### src/rtl/spi_arb_pkg.sv
// spi_arb_pkg: shared FSM state encoding, default timeout and counter sizing for spi_xfer_arb.
//    state_t       - 3-bit arbiter FSM state encoding
//    C_TIMEOUT_DEF - default abort limit in cycles
//    tmo_width()   - bits needed to count up to a given timeout value
package spi_arb_pkg;
   typedef enum logic [2:0] {
      S_IDLE       = 3'd0,
      S_LAUNCH     = 3'd1,
      S_WAIT_START = 3'd2,
      S_WAIT_DONE  = 3'd3,
      S_WAIT_IDLE  = 3'd4,
      S_COMPLETE   = 3'd5
   } state_t;
   localparam int C_TIMEOUT_DEF = 1023;
   function automatic int tmo_width(input int t);
      return $clog2(t + 1);
   endfunction
endpackage

### src/rtl/rr_arbiter.sv
// rr_arbiter: combinational round-robin pick of the first request at or after a pointer.
//    i_req  [P_REQ]         request vector
//    i_ptr  [$clog2(P_REQ)] highest-priority index
//    o_gnt  [P_REQ]         one-hot grant, zero when no request
module rr_arbiter #(
   parameter int P_REQ = 2
) (
   input  logic [P_REQ-1:0]         i_req,
   input  logic [$clog2(P_REQ)-1:0] i_ptr,
   output logic [P_REQ-1:0]         o_gnt
);
   logic [2*P_REQ-1:0] w_dbl;
   logic [P_REQ-1:0]   w_rot;
   logic [P_REQ-1:0]   w_rot_gnt;
   logic [2*P_REQ-1:0] w_back;
   // Rotate so the pointer sits at bit 0, take the lowest set bit, rotate back.
   always_comb begin
      w_dbl     = {i_req, i_req} >> i_ptr;
      w_rot     = w_dbl[P_REQ-1:0];
      w_rot_gnt = w_rot & (~w_rot + P_REQ'(1));
      w_back    = {w_rot_gnt, w_rot_gnt} << i_ptr;
      o_gnt     = w_back[2*P_REQ-1:P_REQ];
   end
endmodule

### src/rtl/spi_xfer_arb.sv
// spi_xfer_arb: shares one single-word spi core between P_REQ requesters with round-robin arbitration and burst locking.
//    i_clk/i_rst                        clock, synchronous active-high reset
//    i_req/i_req_data/i_req_last        per-requester request, tx word, release-after-word flag
//    i_req_cpol/i_req_cpha              per-requester SPI mode
//    o_gnt/o_done/o_err/o_rdata/o_busy  grant, completion pulse, timeout flag, rx word, activity
//    o_spi_* / i_spi_*                  handshake with the spi core
//    Build macro SPI_ARB_FIXED_PRIO_EN: fixed priority (lowest index wins) instead of round-robin.
module spi_xfer_arb
   import spi_arb_pkg::*;
#(
   parameter int P_REQ     = 2,
   parameter int P_WIDTH   = 32,
   parameter int P_TIMEOUT = C_TIMEOUT_DEF
) (
   input  logic                       i_clk,
   input  logic                       i_rst,
   input  logic [P_REQ-1:0]           i_req,
   input  logic [P_REQ*P_WIDTH-1:0]   i_req_data,
   input  logic [P_REQ-1:0]           i_req_last,
   input  logic [P_REQ-1:0]           i_req_cpol,
   input  logic [P_REQ-1:0]           i_req_cpha,
   output logic [P_REQ-1:0]           o_gnt,
   output logic [P_REQ-1:0]           o_done,
   output logic                       o_err,
   output logic [P_WIDTH-1:0]         o_rdata,
   output logic                       o_busy,
   output logic                       o_spi_tx_en,
   output logic [P_WIDTH-1:0]         o_spi_tx_data,
   output logic                       o_spi_cpol,
   output logic                       o_spi_cpha,
   input  logic                       i_spi_ready,
   input  logic                       i_spi_rx_valid,
   input  logic [P_WIDTH-1:0]         i_spi_rx_data
);
   localparam int C_PW = $clog2(P_REQ);
   localparam int C_TW = tmo_width(P_TIMEOUT);
   state_t             r_state, w_next;
   logic [P_REQ-1:0]   r_gnt, w_arb, w_launch_gnt;
   logic [C_PW-1:0]    r_idx, w_idx;
   logic [C_TW-1:0]    r_cnt;
   logic [P_WIDTH-1:0] r_rdata, r_tx_data;
   logic               r_lock, r_err, r_cpol, r_cpha;
   logic               w_lock_hit, w_launch, w_tmo, w_tmo_abort, w_release;
`ifdef SPI_ARB_FIXED_PRIO_EN
   assign w_arb = i_req & (~i_req + P_REQ'(1));
`else
   logic [C_PW-1:0] r_ptr;
   rr_arbiter #(.P_REQ(P_REQ)) u_arb (.i_req(i_req), .i_ptr(r_ptr), .o_gnt(w_arb));
   always_ff @(posedge i_clk) begin
      if (i_rst)
         r_ptr <= '0;
      else if (r_state == S_COMPLETE && w_release)
         r_ptr <= (r_idx == C_PW'(P_REQ - 1)) ? '0 : r_idx + C_PW'(1);
   end
`endif
   always_comb begin
      w_lock_hit   = r_lock && |(i_req & r_gnt);
      w_launch_gnt = w_lock_hit ? r_gnt : w_arb;
      // Both paths wait for an idle core, so the mode only ever changes while it is idle.
      w_launch     = i_spi_ready && |w_launch_gnt;
      w_idx        = '0;
      for (int k = 0; k < P_REQ; k++)
         if (w_launch_gnt[k]) w_idx = C_PW'(k);
      w_tmo        = r_cnt == C_TW'(P_TIMEOUT);
      w_release    = r_err || i_req_last[r_idx];
      w_next       = r_state;
      unique case (r_state)
         S_IDLE:       w_next = w_launch ? S_LAUNCH : S_IDLE;
         S_LAUNCH:     w_next = S_WAIT_START;
         S_WAIT_START: w_next = !i_spi_ready ? S_WAIT_DONE : (w_tmo ? S_COMPLETE : S_WAIT_START);
         S_WAIT_DONE:  w_next = i_spi_rx_valid ? S_WAIT_IDLE : (w_tmo ? S_COMPLETE : S_WAIT_DONE);
         S_WAIT_IDLE:  w_next = i_spi_ready ? S_COMPLETE : S_WAIT_IDLE;
         S_COMPLETE:   w_next = S_IDLE;
         default:      w_next = S_IDLE;
      endcase
      // The only way from the waiting states straight to COMPLETE is a timeout.
      w_tmo_abort  = (w_next == S_COMPLETE) && (r_state == S_WAIT_START || r_state == S_WAIT_DONE);
   end
   always_ff @(posedge i_clk) begin
      if (i_rst) begin
         r_state   <= S_IDLE;
         r_gnt     <= '0;
         r_idx     <= '0;
         r_cnt     <= '0;
         r_rdata   <= '0;
         r_tx_data <= '0;
         r_lock    <= 1'b0;
         r_err     <= 1'b0;
         r_cpol    <= 1'b0;
         r_cpha    <= 1'b0;
      end else begin
         r_state <= w_next;
         r_err   <= w_tmo_abort;
         r_cnt   <= (r_state != w_next) ? '0 : r_cnt + C_TW'(1);
         if (r_state == S_IDLE) begin
            if (r_lock && !w_lock_hit) begin
               r_lock <= 1'b0;
               r_gnt  <= '0;
            end
            if (w_launch) begin
               r_gnt     <= w_launch_gnt;
               r_idx     <= w_idx;
               r_tx_data <= i_req_data[w_idx*P_WIDTH +: P_WIDTH];
               r_cpol    <= i_req_cpol[w_idx];
               r_cpha    <= i_req_cpha[w_idx];
            end
         end
         if (r_state == S_WAIT_DONE && i_spi_rx_valid)
            r_rdata <= i_spi_rx_data;
         if (r_state == S_COMPLETE) begin
            r_lock <= !w_release;
            if (w_release) r_gnt <= '0;
         end
      end
   end
   assign o_gnt         = r_gnt;
   assign o_done        = (r_state == S_COMPLETE) ? r_gnt : '0;
   assign o_err         = r_err;
   assign o_rdata       = r_rdata;
   assign o_busy        = r_state != S_IDLE;
   assign o_spi_tx_en   = r_state == S_LAUNCH;
   assign o_spi_tx_data = r_tx_data;
   assign o_spi_cpol    = r_cpol;
   assign o_spi_cpha    = r_cpha;
endmodule

### config.mk
export PLATFORM = sky130hd
export DESIGN_NAME = spi_xfer_arb
export DESIGN_NICKNAME = d
export VERILOG_FILES = /design/src/rtl/spi_arb_pkg.sv /design/src/rtl/rr_arbiter.sv /design/src/rtl/spi_xfer_arb.sv
export SDC_FILE = /design/constraint.sdc
export NUM_CORES = 1
export LEC_CHECK = 0
export BUFFER_PORTS_ARGS = -buffer_cell sky130_fd_sc_hd__clkbuf_2
export CAP_MARGIN = 10
export CORE_MARGIN = 2
export CORE_UTILIZATION = 46
export CTS_CLUSTER_SIZE = 24
export DETAILED_ROUTE_END_ITERATION = 10
export PLACE_DENSITY = 0.78
export SLEW_MARGIN = 20
export SYNTH_ARGS = -nofsm -noshare
export SYNTH_HDL_FRONTEND = slang
export SYNTH_SLANG_ARGS = --single-unit
### constraint.sdc
create_clock -name i_clk -period 2.5 [get_ports i_clk]
set_input_delay 0.125 -clock i_clk [delete_from_list [all_inputs] [get_ports i_clk]]
set_output_delay 0.125 -clock i_clk [all_outputs]
set_load 0.01 [all_outputs]
# Yosys cells after proc, flatten, opt, wreduce, memory -nomap -nowiden
# Cells that the tools add are included.
[word_totals] ff_bits=85 mem_count=0 mem_bits_rw=0 wordCells=74 inputBits=108 mem_bits_ro=0 latch_bits=0 output_inout_bits=73
[op_classes] multipliers=0 n_bitwise=3 div=0 muxes=25 n_reduce_logical=19 shifts=3 n_addsub=3 order_cmp=2 eq_ne=8
[ops] cell="variable part select 64 x 7 -> 32 bit" count=1
[ops] cell="one-hot mux 3 bit (5 select lines)" count=1
[ops] cell="2-to-1 mux 2 bit" count=7
[ops] cell="2-to-1 mux 1 bit" count=13
[ops] cell="2-to-1 mux 3 bit" count=4
[ops] cell="adder 10 x 1 -> 10 bit (second input constant)" count=1
[ops] cell="== test 10 bit (second input constant)" count=1
[ops] cell="== test 3 bit (second input constant)" count=3
[ops] cell="== test 3 x 2 -> 1 bit (second input constant)" count=2
[ops] cell="logical AND 1 bit" count=6
[ops] cell="OR reduction 2 bit" count=3
[ops] cell="bitwise AND 2 bit" count=2
[ops] cell="less-than comparator 1 x 2 -> 1 bit (second input constant)" count=2
[ops] cell="AND reduction 2 bit" count=2
[ops] cell="nonzero test 2 bit" count=2
[ops] cell="<< shifter 4 x 1 -> 4 bit" count=1
[ops] cell="right shift 4 x 1 -> 2 bit" count=1
[ops] cell="== test 3 x 1 -> 1 bit (second input constant)" count=1
[ops] cell="logical NOT 3 bit" count=1
[ops] cell="!= test 3 bit" count=1
[ops] cell="nonzero test 3 bit" count=1
[ops] cell="adder 2 x 1 -> 2 bit (second input constant)" count=1
[ops] cell="logical NOT 1 bit" count=2
[ops] cell="logical OR 1 bit" count=2
[ops] cell="other kinds (2)" count=2

# Depth between registers and ports, before layout
[depth] depth_word=12 mapped_depth=8 depth_no_buf=5

# By module
# A second synthesis with hierarchy kept.
[hier_totals] hier_cells=418 area_unflattened_um2=3629.7
[modules_own_cells] mod="spi_xfer_arb" area_per_inst_um2=3611.0 cells_per_inst=415 instances=1
[modules_own_cells] mod="rr_arbiter" area_per_inst_um2=18.8 cells_per_inst=3 instances=1

# Worst setup path before layout
# No wires, ideal clock.
[synth_timing] kind="register to register" startpoint="register r_cnt[0]" endpoint="register r_cnt[1]" synth_period_minus_slack_ns=1.865 stages_incl_launch_ff=7 n_path_buf=1 arrival_time_ns=1.746 setup_slack_ns=0.635 path_cell_list="dfxtp_1 > ha_1 > nand3_1 > or3_1 > a2111oi_2 > buf_4 > nor3b_2"
[synth_via] elab_chain_cells=6
[synth_rtl] element="start: declaration" line_no="spi_xfer_arb.sv:40" source="logic [C_TW-1:0] r_cnt;"
[synth_rtl] element="start signal: assignment" line_no="spi_xfer_arb.sv:94" source="r_cnt <= (r_state != w_next) ? '0 : r_cnt + C_TW'(1);"
[synth_rtl] element="== test 10 bit" line_no="spi_xfer_arb.sv:64" source="w_tmo = r_cnt == C_TW'(P_TIMEOUT);"
[synth_rtl] element="2-to-1 mux 3 bit (on tied branches) (2 in a row)" line_no="spi_xfer_arb.sv:70, spi_xfer_arb.sv:71"
[synth_rtl] element="one-hot mux 3 bit (5 select lines)" line_no="spi_xfer_arb.sv:67" source="unique case (r_state)"
[synth_rtl] element="!= test 3 bit" line_no="spi_xfer_arb.sv:94"
[synth_rtl] element="OR reduction 2 bit (no source line)"
# Several ways; a longest one is shown, not always the timed one.
# A chain may end at the register's enable or synchronous reset.

# Worst setup path in the final report
[layout_timing] startpoint="register r_state[1]" endpoint="register r_cnt[4]"
[layout_via] elab_chain_cells=4
[layout_rtl] element="start: declaration" line_no="spi_xfer_arb.sv:37" source="state_t r_state, w_next;"
[layout_rtl] element="start signal: assignment" line_no="spi_xfer_arb.sv:92" source="r_state <= w_next;"
[layout_rtl] element="== test 3 bit (tied with other cells)" line_no="spi_xfer_arb.sv:67"
[layout_rtl] element="one-hot mux 3 bit (5 select lines)" line_no="spi_xfer_arb.sv:67"
[layout_rtl] element="!= test 3 bit (*)" line_no="spi_xfer_arb.sv:94"
[layout_rtl] element="OR reduction 2 bit (no source line) (*)"
# Mark *: on every way between the ends. The rest lies on a longest branch, timed or not.

==> summary.md <==
The flow ran to the end, and the final reports show no timing, DRC or antenna violations. After floorplanning, the core was divided into 32 placement rows. Area growth from synthesis to final layout: 38.0%.

Measured on the finished design, the core utilization comes to 66.0%. The floorplan step set the die width to 94.1 um. Counting every net in the synthesized netlist gives 569.

Max-slew violation count: 0. For the global-route wire length before repair, the log shows 17400 um. The mean instance size in the synthesized netlist was 8.12 um2. Detailed routing inserted a total of 4093 vias. Number of buffer cells added on primary ports: 180. Number of iterations in the first detailed-routing pass: 4.

The total area of sequential cells is 0.00170 mm2. The first routing iteration left 132 violations. The maximum clock insertion buffer count came out at 2. The library cell used most frequently in the layout, excluding fill and tap cells, is clkbuf_2. The height of the die came out at 94.1 um. The peak supply drop came out at 0.000278 V. Total area of multi-input combinational cells: 0.00185 mm2. Residual antenna-violating net count after detailed routing: 0. Summed over all nets, the half-perimeter wirelength after detailed placement is 7250 um.

The congestion estimate from routability-driven global placement came to 0.851. At the pin with the least slew margin, the transition time is 0.771 ns. After synthesis the netlist holds a flip-flop and latch count of 85.

The number of global-route vias before repair was 3773; the clock latency at the later pin of the worst-skew pair was 0.35 ns. STA classifies the critical path startpoint as a flop. The total power is 2.86 mW.

The clock period minus final worst setup slack was 2.02 ns; the number of hold violations in the final report was 0. Clock-pin slew was measured on the worst setup and hold paths at 0.09 ns. The worst hold path stage count was 3. The number of clock buffers added by TritonCTS is 9.

The H-tree generated during clock tree synthesis spans 3 levels. The analysis attributes to cell leakage a power of 2.24 nW. The cell area that synthesis handed to floorplanning was 0.00374 mm2. The number of violations of the max-capacitance limit was 0. Setup total negative slack on the finished layout was measured at 0 ns.

Data on the critical path arrives at its endpoint at 2.28 ns. The floorplan step defined a die boundary enclosing 0.00886 mm2. Entering global routing, the biggest net connects 72 pins. The power per standard cell area was 555 mW/mm2; the proportion of synthesized flip-flops having asynchronous set or reset was 0%. The layout cell share with drive strength beyond 1 is 34.3%, and the sequential area share after synthesis is 45.5%.

The part of the cycle the worst path needs was 80.7%; the global route total overflow was 0. For this block, the routed nets add up to 11100 um of wire. Across the routed clock network, the largest skew measured is 0.0146 ns.

Setup repair after global routing left no endpoint under its margin. In the synthesized netlist, the number of instances is 460. With fillers left out, the area of the finished cells amounts to 0.00515 mm2. During I/O placement, the number of pins put on the boundary was 181. For this run, the leading register cell type out of synthesis is dfxtp_1.

After detailed routing, the number of vias per cell comes to 5.41. The logs give 0 for the count of unresolved DRC violations after routing and 663 for the layout filler cell count. The logs give 0 for the count of warnings emitted by yosys and 48 for the number of distinct library cells after synthesis.

The final net count came out at 758. The total area inside the core boundary comes to 0.00781 mm2. The worst slew margin relative to its limit was 48.6%. In this run the worst path has a maximum fanout of 10. In this run, synthesis inferred 0 flip-flops with an integrated enable.

The number of antenna violations at the first check in global routing was 0; the count of cells along the worst register-to-register path was 4. After detailed placement, the total cell area comes to 0.00467 mm2. The critical path data required time is 2.77 ns.

Once the floorplan was initialized, standard cells occupied 47.9% of the core. TritonCTS built the clock tree. 0 antenna diodes ended up in the layout.

The root buffer cell chosen for the clock tree is clkbuf_8. Setup violations remaining at the end of the flow were counted as 0. The worst setup path is of the reg2reg kind. The total routing usage reported by global routing was 24.7%. The tree built by TritonCTS fans out to 85 sinks.

The average wire per cell in the routed design works out to 14.7 um. The worst setup path is captured at a flop. In this run the worst hold path is classified as in2reg. The top cell types in the final layout, fill and taps aside, are 180 x clkbuf_2, 85 x dfxtp_1, 71 x nand2_1, 45 x nor2_1, 41 x nand3_1. The tools report the highest attainable clock frequency as 496 MHz.
[state kept, by name (all words and copies together), names as in the netlist]
| name | cells |
|---|---|
| r_cnt | 10 |
| r_idx | 1 |
| r_lock | 1 |
| r_state | 3 |
| r_ptr | 1 |
| o_spi_tx_data | 32 |
| o_spi_cpha | 1 |
| o_err | 1 |
| o_gnt | 2 |
| o_spi_cpol | 1 |
| o_rdata | 32 |
[per-stage QoR]
stage | hold WS (ns) | worst slack [ns] | std cells
global route | 0.000233 | 0.344 | 756
floorplan | 0.261 | 0.635 | 460
detailed placement | 0.360 | 0.504 | 710
global placement | 0.350 | 0.581 | 710
finish | 0.0233 | 0.483 | 756
CTS | 0.00148 | 0.468 | 756
[cells in the mapped netlist (2+ instances only)]
cell / number / area, um2
dfxtp_1: 85 / 1700
nand2_1: 71 / 267
nor2_1: 45 / 169
nand3_1: 41 / 205
a21oi_1: 36 / 180
a311oi_1: 34 / 298
o21ai_0: 34 / 170
clkbuf_1: 30 / 113
nor3_2: 10 / 100
buf_2: 8 / 40.0
xnor2_1: 6 / 52.6
and3_1: 5 / 31.3
nor2b_1: 4 / 25.0
o21ai_1: 4 / 20.0
inv_1: 3 / 11.3
o21a_1: 3 / 22.5
a21o_1: 2 / 15.0
a22oi_1: 2 / 15.0
a31oi_1: 2 / 12.5
buf_4: 2 / 15.0
nand4_1: 2 / 12.5
nor3_1: 2 / 10.0
o21bai_1: 2 / 15.0
or2_2: 2 / 12.5
xor2_1: 2 / 17.5
[cells by family after synthesis]
family,count (synthesis),synth area share [%]
fa+ha+maj,1,0.335
flops,85,45.5
compound gates,127,22.0
xor+xnor,8,1.88
buf+inv,45,5.19
simple gates,194,25.0
[per-layer routing]
layer	GRT usage (%)	up-vias	share of wire [%]
li1	-	2018	-
met1	29.0	1879	42
met2	42.6	179	48
met3	7.06	17	8.5
met4	8.82	0	1.8
met5	0	-	0
[power breakdown]
group,switching [mW],internal (mW)
Clock,0.521,0.373
Combinational,0.257,0.233
Sequential,0.0506,1.42
[what timing repair did]
action | in CTS | in global routing
hold buffers | 30 | 0
buffers inserted | 0 | 0
endpoints found under the hold margin | 30 | 0
endpoints found under the setup margin | 0 | 0
gates resized for setup | 0 | 0
[critical path: stages, from the launching register on]
cell	delay, ns
dfxtp_1	0.53
nor2b_4	0.08
or3b_1	0.35
or4b_1	0.73
nor3_2	0.25
[layout make-up]
| class | instances | share of cell area [%] |
|---|---|---|
| multi-input combinational | 330 | 35.9 |
| tap | 102 | 2.48 |
| inverter | 4 | 0.291 |
| timing repair buffer | 219 | 24.9 |
| clock inverter | 7 | 1.09 |
| clock buffer | 9 | 2.40 |
| sequential | 85 | 33.0 |
[path summary, 6_finish.rpt]
kind	start	end	slack [ns]
min	i_req_data[8]	o_spi_tx_data[8]$_SDFFE_PP0N_	0.02
min reg2reg	o_rdata[30]$_SDFFE_PP0P_	o_rdata[30]$_SDFFE_PP0P_	0.46
max reg2reg	r_state[1]$_SDFF_PP0_	r_cnt[4]$_SDFF_PP0_	0.48
max	r_state[1]$_SDFF_PP0_	r_cnt[4]$_SDFF_PP0_	0.48
No activity file was read; power rests on OpenSTA's default activity.
